===== config.mk =====
export PLATFORM = sky130hd
export DESIGN_NAME = mult_bcd_seq_flat
export DESIGN_NICKNAME = d
export VERILOG_FILES = /design/src/rtl/mult_bcd_seq_if.sv /design/src/rtl/mult_bcd_seq.sv /design/src/flat_wrapper.sv
export SDC_FILE = /design/constraint.sdc
export NUM_CORES = 1
export LEC_CHECK = 0
export CORE_MARGIN = 2
export CORE_UTILIZATION = 30
export DETAILED_ROUTE_END_ITERATION = 7
export GPL_TIMING_DRIVEN = 0
export PLACE_DENSITY = 0.58
export SLEW_MARGIN = 20
export SYNTH_ARGS = -nofsm -noshare
export SYNTH_HDL_FRONTEND = slang
export SYNTH_SLANG_ARGS = --single-unit

===== constraint.sdc =====
create_clock -name clk -period 3.8 [get_ports clk]
set_input_delay 0.76 -clock clk [delete_from_list [all_inputs] [get_ports clk]]
set_output_delay 0.76 -clock clk [all_outputs]
set_load 0.01 [all_outputs]

===== src/rtl/mult_bcd_seq_if.sv =====
// mult_bcd_seq_if: handshake bundle for the sequential multiply / BCD path.
//   in_valid / in_ready : operand pair handshake (A, B)
//   out_valid / out_ready : result handshake (product, bcd)
//   busy : controller is computing (multiply or conversion phase)
// master = operand source / result consumer, slave = mult_bcd_seq.
interface mult_bcd_seq_if #(
    parameter int WIDTH  = 4,
    parameter int DIGITS = 3
);
    logic                  in_valid;
    logic                  in_ready;
    logic [WIDTH-1:0]      A;
    logic [WIDTH-1:0]      B;
    logic                  out_valid;
    logic                  out_ready;
    logic [2*WIDTH-1:0]    product;
    logic [4*DIGITS-1:0]   bcd;
    logic                  busy;

    modport master (
        output in_valid, A, B, out_ready,
        input  in_ready, out_valid, product, bcd, busy
    );

    modport slave (
        input  in_valid, A, B, out_ready,
        output in_ready, out_valid, product, bcd, busy
    );
endinterface


===== src/rtl/mult_bcd_seq.sv =====
// mult_bcd_seq: sequential shift-and-add multiplier followed by an iterative
// double-dabble binary-to-BCD converter, feeding seven-segment drivers.
//   clk   : system clock, rising edge
//   rst_n : asynchronous active-low reset
//   bus   : mult_bcd_seq_if slave modport
//           in_valid/in_ready/A/B  operand handshake
//           out_valid/out_ready/product/bcd  result handshake, held in DONE
//           busy  high while multiplying or converting
// Latency: 3*WIDTH edges from accept to out_valid (WIDTH multiply steps,
// 2*WIDTH conversion steps). bcd[3:0] = units, [7:4] = tens, [11:8] = hundreds.
module mult_bcd_seq #(
    parameter int WIDTH  = 4,
    parameter int DIGITS = 3
) (
    input  logic            clk,
    input  logic            rst_n,
    mult_bcd_seq_if.slave   bus
);
    localparam int PW    = 2 * WIDTH;
    localparam int BW    = 4 * DIGITS;
    localparam int CNT_W = (PW > 2) ? $clog2(PW) : 1;
    localparam logic [CNT_W-1:0] MUL_LAST  = CNT_W'(WIDTH - 1);
    localparam logic [CNT_W-1:0] CONV_LAST = CNT_W'(PW - 1);

    typedef enum logic [1:0] {IDLE, MUL, CONV, DONE} state_t;

    state_t           state;
    state_t           state_next;
    logic [CNT_W-1:0] cnt;
    logic [WIDTH-1:0] a_reg;
    logic [WIDTH-1:0] b_reg;
    logic [PW-1:0]    acc;
    logic [PW-1:0]    bin_sh;
    logic [BW-1:0]    bcd_sh;
    logic [PW-1:0]    product_reg;
    logic [BW-1:0]    bcd_reg;

    logic [WIDTH-1:0]  b_shifted;
    logic [PW-1:0]     partial;
    logic [PW-1:0]     acc_sum;
    logic [BW+PW-1:0]  dd_shifted;

    // Double-dabble correction: any digit >= 5 gets +3 so that the following
    // left shift carries correctly into the next decimal digit.
    function automatic logic [BW-1:0] dabble_adjust(input logic [BW-1:0] v);
        logic [BW-1:0] r;
        r = v;
        for (int i = 0; i < DIGITS; i++) begin
            if (r[4*i +: 4] >= 4'd5) begin
                r[4*i +: 4] = r[4*i +: 4] + 4'd3;
            end
        end
        return r;
    endfunction

    always_comb begin
        b_shifted  = b_reg >> cnt;
        partial    = b_shifted[0] ? ({{WIDTH{1'b0}}, a_reg} << cnt) : '0;
        acc_sum    = acc + partial;
        dd_shifted = {dabble_adjust(bcd_sh), bin_sh} << 1;
    end

    always_ff @(posedge clk or negedge rst_n) begin
        if (!rst_n) begin
            state <= IDLE;
        end else begin
            state <= state_next;
        end
    end

    always_comb begin
        state_next = state;
        case (state)
            IDLE:    if (bus.in_valid)     state_next = MUL;
            MUL:     if (cnt == MUL_LAST)  state_next = CONV;
            CONV:    if (cnt == CONV_LAST) state_next = DONE;
            DONE:    if (bus.out_ready)    state_next = IDLE;
            default:                       state_next = IDLE;
        endcase
    end

    always_ff @(posedge clk or negedge rst_n) begin
        if (!rst_n) begin
            cnt         <= '0;
            a_reg       <= '0;
            b_reg       <= '0;
            acc         <= '0;
            bin_sh      <= '0;
            bcd_sh      <= '0;
            product_reg <= '0;
            bcd_reg     <= '0;
        end else begin
            case (state)
                IDLE: begin
                    if (bus.in_valid) begin
                        a_reg <= bus.A;
                        b_reg <= bus.B;
                        acc   <= '0;
                        cnt   <= '0;
                    end
                end
                MUL: begin
                    acc <= acc_sum;
                    if (cnt == MUL_LAST) begin
                        // final partial product goes straight into the converter
                        bin_sh <= acc_sum;
                        bcd_sh <= '0;
                        cnt    <= '0;
                    end else begin
                        cnt <= cnt + 1'b1;
                    end
                end
                CONV: begin
                    bcd_sh <= dd_shifted[PW +: BW];
                    bin_sh <= dd_shifted[PW-1:0];
                    if (cnt == CONV_LAST) begin
                        product_reg <= acc;
                        bcd_reg     <= dd_shifted[PW +: BW];
                        cnt         <= '0;
                    end else begin
                        cnt <= cnt + 1'b1;
                    end
                end
                default: ;
            endcase
        end
    end

    assign bus.in_ready  = (state == IDLE);
    assign bus.busy      = (state == MUL) || (state == CONV);
    assign bus.out_valid = (state == DONE);
    assign bus.product   = product_reg;
    assign bus.bcd       = bcd_reg;
endmodule


===== src/flat_wrapper.sv =====
// flat-port wrapper written by rule: the top's interface ports become plain ports
module mult_bcd_seq_flat 
#(
    parameter int WIDTH  = 4,
    parameter int DIGITS = 3
)
  (clk, rst_n, bus_in_valid, bus_A, bus_B, bus_out_ready, bus_in_ready, bus_out_valid, bus_product, bus_bcd, bus_busy);
  mult_bcd_seq_if #(.WIDTH(WIDTH), .DIGITS(DIGITS)) bus_i ();
  input  logic clk;
  input  logic rst_n;
  input wire logic [$bits(bus_i.in_valid)-1:0] bus_in_valid;
  input wire logic [$bits(bus_i.A)-1:0] bus_A;
  input wire logic [$bits(bus_i.B)-1:0] bus_B;
  input wire logic [$bits(bus_i.out_ready)-1:0] bus_out_ready;
  output wire logic [$bits(bus_i.in_ready)-1:0] bus_in_ready;
  output wire logic [$bits(bus_i.out_valid)-1:0] bus_out_valid;
  output wire logic [$bits(bus_i.product)-1:0] bus_product;
  output wire logic [$bits(bus_i.bcd)-1:0] bus_bcd;
  output wire logic [$bits(bus_i.busy)-1:0] bus_busy;
  assign bus_i.in_valid = bus_in_valid;
  assign bus_i.A = bus_A;
  assign bus_i.B = bus_B;
  assign bus_i.out_ready = bus_out_ready;
  assign bus_in_ready = bus_i.in_ready;
  assign bus_out_valid = bus_i.out_valid;
  assign bus_product = bus_i.product;
  assign bus_bcd = bus_i.bcd;
  assign bus_busy = bus_i.busy;
  mult_bcd_seq #(.WIDTH(WIDTH), .DIGITS(DIGITS)) u_core (.clk(clk), .rst_n(rst_n), .bus(bus_i));
endmodule

# Word level (Yosys, flattened, before mapping)

Cells that the tools add are included.

Shifts and indexed selects: 2
Equal/unequal tests: 9
Order comparisons: 3
Reduce and logical (&&, ||, !) cells: 11
Muxes and demuxes: 19
$add $sub $neg: 5

Operators by type and width:

| operator                                              | number |
|---|---|
| one-hot mux 8 bit (2 select lines)                    | 2 |
| two-way mux 8 bit                                     | 3 |
| one-hot mux 12 bit (2 select lines)                   | 1 |
| >= comparator 4 x 3 -> 1 bit, second input constant   | 3 |
| two-way mux 12 bit                                    | 1 |
| two-way mux 3 bit                                     | 4 |
| AND reduction 2 bit                                   | 5 |
| one-hot mux 3 bit (3 select lines)                    | 1 |
| adder 4 x 2 -> 4 bit, second input constant           | 2 |
| adder 8 bit                                           | 1 |
| two-way mux 2 bit                                     | 4 |
| two-way mux 4 bit                                     | 2 |
| one-hot mux 2 bit (4 select lines)                    | 1 |
| << shifter 4 x 3 -> 8 bit                             | 1 |
| equality test 2 bit, second input constant            | 2 |
| inequality test 2 x 1 -> 1 bit, second input constant | 2 |
| inequality test 2 bit, second input constant          | 2 |
| AND reduction 4 bit                                   | 1 |
| nonzero test 2 bit                                    | 2 |
| right shift 4 x 3 -> 1 bit                            | 1 |
| adder 3 x 1 -> 3 bit, second input constant           | 1 |
| adder 3 x 2 -> 3 bit, second input constant           | 1 |
| equality test 3 x 2 -> 1 bit, second input constant   | 1 |
| equality test 3 bit, second input constant            | 1 |
| 4 further kinds                                       | 4 |

Bits of input ports: 12
Register bits: 61
Output and inout bits: 23
Logic and storage cells: 58

# Depth between registers and ports, before layout

Depth in word-level cells: 5
Mapped depth: 11
Depth with buffers taken out: 10

# Worst setup path before layout

No wires, ideal clock.

Path kind: reg2reg
From: register u_core.cnt[0]
To: register u_core.bin_sh[7]
Path buffers: 1
Required time: 3.674 ns
Library setup time: 0.126 ns
Data arrival time: 2.680 ns
Clock period less this slack: 2.806 ns
Cell stages (with the launch flop): 12
Setup slack: 0.994 ns
Path through: dfrtp_1 > buf_6 > mux4_2 > and2_4 > nand2_1 > o221ai_1 > ha_1 > a21o_1 > a31o_2 > or3_1 > a31oi_1 > a21oi_1

Longest elaborated chain between the ends: 5
Elaborated cells on any way between the ends: 9
Classes of those cells: 1 x add/sub; 2 x eq/ne; 2 x shift; 3 x mux; 1 x reduce/logical

Ends and longest elaborated chain:

| what                                                                           | line                                   | source |
|---|---|---|
| from (decl)                                                                    | mult_bcd_seq.sv:29                     | `logic [CNT_W-1:0] cnt;` |
| from (signal assigned)                                                         | mult_bcd_seq.sv:110                    | `cnt <= cnt + 1'b1;` |
| from (signal assigned)                                                         | mult_bcd_seq.sv:121                    | `cnt <= cnt + 1'b1;` |
| << shifter 4 x 3 -> 8 bit / right shift 4 x 3 -> 1 bit (equally long branches) | mult_bcd_seq.sv:58, mult_bcd_seq.sv:57 |  |
| two-way mux 8 bit                                                              | mult_bcd_seq.sv:58                     | `partial = b_shifted[0] ? ({{WIDTH{1'b0}}, a_reg} << cnt) : '0;` |
| adder 8 bit                                                                    | mult_bcd_seq.sv:59                     | `acc_sum = acc + partial;` |
| two-way mux 8 bit                                                              | mult_bcd_seq.sv:104                    | `if (cnt == MUL_LAST) begin` |
| one-hot mux 8 bit (2 select lines)                                             | mult_bcd_seq.sv:93                     | `case (state)` |
| to (signal assigned)                                                           | mult_bcd_seq.sv:106                    | `bin_sh <= acc_sum;` |
| to (signal assigned)                                                           | mult_bcd_seq.sv:115                    | `bin_sh <= dd_shifted[PW-1:0];` |
| to (decl)                                                                      | mult_bcd_seq.sv:33                     | `logic [PW-1:0] bin_sh;` |

Several ways; a longest one is shown, not always the timed one. The select of a mux whose other input is x is not followed.
A chain may end at the register's enable or synchronous reset.

# Final worst setup path

Ends and elaborated chain as after synthesis.

==> impl_metrics.sql <==
INSERT INTO impl_metrics (metric_group, metric, value, unit) VALUES
('timing', 'max_slew.worst_pin.slew', '0.743', 'ns'),
('timing', 'slew_headroom', '50.1', '%'),
('timing', 'setup_tns', '0', 'ns'),
('cts', 'cts_setup_buffers', '0', ''),
('layout', 'design.final.nets', '418', ''),
('cts', 'worst_skew_pair.late_latency', '0.33', 'ns'),
('global_route', 'grtUsageTotal', '14.2', '%'),
('cts', 'cts.sinks', '61', ''),
('route', 'detailedRoute.firstIterationViolations', '76', ''),
('pwr', 'totalPowerFinal', '3.17', 'mW'),
('cts', 'cts_inserted_buffers', '9', ''),
('pwr', 'peakVddDrop', '0.000239', 'V'),
('pwr', 'power.clock.fraction', '25.6', '%'),
('layout', 'postLayoutCellArea', '0.00422', 'mm2'),
('route', 'vias_per_cell', '5.02', ''),
('logic_synthesis', 'synth_nets', '372', ''),
('critical_path', 'worst_r2r_endpoint', 'u_core.bin_sh[7]', ''),
('route', 'route.final.wire_length', '7860', 'um'),
('timing', 'setup_viol', '0', ''),
('route', 'antenna_left', '0', ''),
('pwr', 'intPower', '1.91', 'mW'),
('placement', 'buffer_ports.inserted', '34', ''),
('cts', 'clkTransAtPathRegs', '0.05', 'ns'),
('logic_synthesis', 'synth_enable_flop_cells', '0', ''),
('global_route', 'grt_start_max_net_pins', '38', ''),
('pwr', 'power.density_cell_area', '752', 'mW/mm2'),
('timing', 'final_hold_viol_count', '0', ''),
('logic_synthesis', 'netlist_area', '0.00339', 'mm2'),
('logic_synthesis', 'synth_top_area_share', '45.0', '%'),
('timing', 'timing.clock.skew', '0.00567', 'ns'),
('route', 'routed_wire_length_per_instance', '14.9', 'um'),
('layout', 'antenna_cells', '0', ''),
('route', 'drt-pass1-iter-count', '4', ''),
('pwr', 'power.share.sequential', '30.4', '%'),
('logic_synthesis', 'synth_seq_cells', '61', ''),
('cts', 'cts-root-buf', 'sky130_fd_sc_hd__clkbuf_16', ''),
('cts', 'clockBufferDepth', '2', ''),
('critical_path', 'reg2reg_slack', '0.68', 'ns'),
('layout', 'drive_gt1_share', '13.4', '%'),
('timing', 'finalCriticalPeriod', '3.12', 'ns'),
('logic_synthesis', 'synth_top_cells_by_count', 'sky130_fd_sc_hd__dfrtp_1, sky130_fd_sc_hd__nand2_1, sky130_fd_sc_hd__o21ai_0', ''),
('route', 'drt_drc_violations_left', '0', ''),
('placement', 'gp_congestion', '0.808', ''),
('timing', 'achievable-frequency', '320', 'MHz'),
('timing', 'grt_setup_unrepaired', 'no', ''),
('route', 'detailroute.wirelength.met2', '3750', 'um'),
('timing', 'final_min_period_over_clock_period', '82.1', '%'),
('die', 'die_h', '110', 'um'),
('die', 'horizontal_extent_of_the_die', '110', 'um'),
('route', 'm1WireLength', '3670', 'um'),
('outcome', 'run_status', 'completed', ''),
('critical_path', 'crit_path_end_kind', 'flop', ''),
('layout', 'area_delta_synth_final', '24.4', '%'),
('die', 'starting_density_of_the_core', '31.0', '%'),
('cts', 'htree_levels', '3', ''),
('placement', 'dp_hpwl', '5590', 'um'),
('route', 'top_layer', 'met4', ''),
('pwr', 'total_switching_power', '1.27', 'mW'),
('logic_synthesis', 'yosysSeqAreaShare', '45.0', '%'),
('critical_path', 'arrival', '3.32', 'ns'),
('timing', 'finalMaxSlewViolations', '0', ''),
('logic_synthesis', 'synth_most_common_cell', 'sky130_fd_sc_hd__dfrtp_1', ''),
('critical_path', 'r2r.worst_path.cells', '11', ''),
('route', 'route.vias.total', '2649', ''),
('cts', 'cts_repair_resize_count', '0', ''),
('global_route', 'grt_remaining_overflow', '0', ''),
('timing', 'worst_hold_slack', '0.340', 'ns'),
('worst_hold_path', 'holdCritPathClass', 'input pin to asynchronous set/reset pin', ''),
('cts', 'cts_tree', 'built', ''),
('pwr', 'cellLeakagePower', '1.92', 'nW'),
('pwr', 'switching_share', '39.9', '%');
## layer usage
layer | vias to the layer above | GRT usage, %
li1 | 1298 | -
met1 | 1284 | 18.3
met2 | 54 | 23.6
met3 | 13 | 3.29
met4 | 0 | 4.38
met5 | - | 0
## layout make-up
| cell class | instances | area [um2] |
|---|---|---|
| clock inverters | 4 | 47.5 |
| repair buffers | 35 | 358 |
| plain buffers | 15 | 70.1 |
| inverters | 13 | 48.8 |
| flip-flops and latches | 61 | 1530 |
| well taps | 140 | 175 |
| fillers | 1121 | 6720 |
| clock buffers | 12 | 246 |
| multi-input cells | 248 | 1750 |
## worst min path at each step
stage | to | slack (ns) | cells after the start
floorplan | u_core.a_reg[0] | 0.46 | 0
global placement | u_core.bus.bcd[7] | 0.46 | 2
detailed placement | u_core.bus.bcd[3] | 0.47 | 2
CTS | u_core.bcd_sh[10] | 0.34 | 1
global route | u_core.bcd_sh[10] | 0.36 | 1
finish | u_core.bcd_sh[10] | 0.34 | 1
## critical path, cell delays in order (launching register included)
cell,delay [ns]
sky130_fd_sc_hd__dfrtp_1,0.36
sky130_fd_sc_hd__buf_6,0.15
sky130_fd_sc_hd__mux4_2,0.54
sky130_fd_sc_hd__and2_4,0.19
sky130_fd_sc_hd__nand2_1,0.12
sky130_fd_sc_hd__o221ai_1,0.17
sky130_fd_sc_hd__ha_1,0.39
sky130_fd_sc_hd__a21o_1,0.22
sky130_fd_sc_hd__a31o_2,0.27
sky130_fd_sc_hd__or3_1,0.30
sky130_fd_sc_hd__a31oi_1,0.21
sky130_fd_sc_hd__a21oi_1,0.09
## power by group through the flow
stage / combinational [mW] / sequential (mW) / clock, mW
after floorplan: 1.03 / 0.932 / 0
after global placement: 1.35 / 0.965 / 0
after global routing: 1.58 / 0.994 / 0.857
after CTS: 1.40 / 0.966 / 0.829
final: 1.39 / 0.965 / 0.813
after detailed placement: 1.39 / 0.975 / 0
## kinds of logic after synthesis
logic type,Yosys count,synth area share [%]
fa+ha+maj,23,8.71
xor+xnor,7,1.81
compound gates,80,14.4
simple gates,101,14.4
mux,37,12.2
buf+inv,28,3.51
flops,61,45.0
## through the flow
stage | util [%] | instances | setup slack, ns
global placement | 35.7 | 511 | -0.120
detailed placement | 35.9 | 512 | 0.685
global route | 38.6 | 528 | 0.564
CTS | 38.6 | 528 | 0.668
floorplan | - | 337 | 0.994
finish | 38.6 | 528 | 0.680
## cells in the final DEF, fill, tap and decap left out, types with 9 or more instances in the layout
cell / instances
sky130_fd_sc_hd__nand3_1: 10
sky130_fd_sc_hd__a21oi_1: 17
sky130_fd_sc_hd__inv_1: 12
sky130_fd_sc_hd__o21ai_0: 31
sky130_fd_sc_hd__mux2i_1: 11
sky130_fd_sc_hd__nand2_1: 37
sky130_fd_sc_hd__nor2_1: 20
sky130_fd_sc_hd__ha_1: 22
sky130_fd_sc_hd__clkdlybuf4s50_1: 33
sky130_fd_sc_hd__dfrtp_1: 61
sky130_fd_sc_hd__clkbuf_1: 10
sky130_fd_sc_hd__mux2_2: 25
sky130_fd_sc_hd__clkbuf_16: 9
Note: power is estimated with default switching activity, not from simulation.
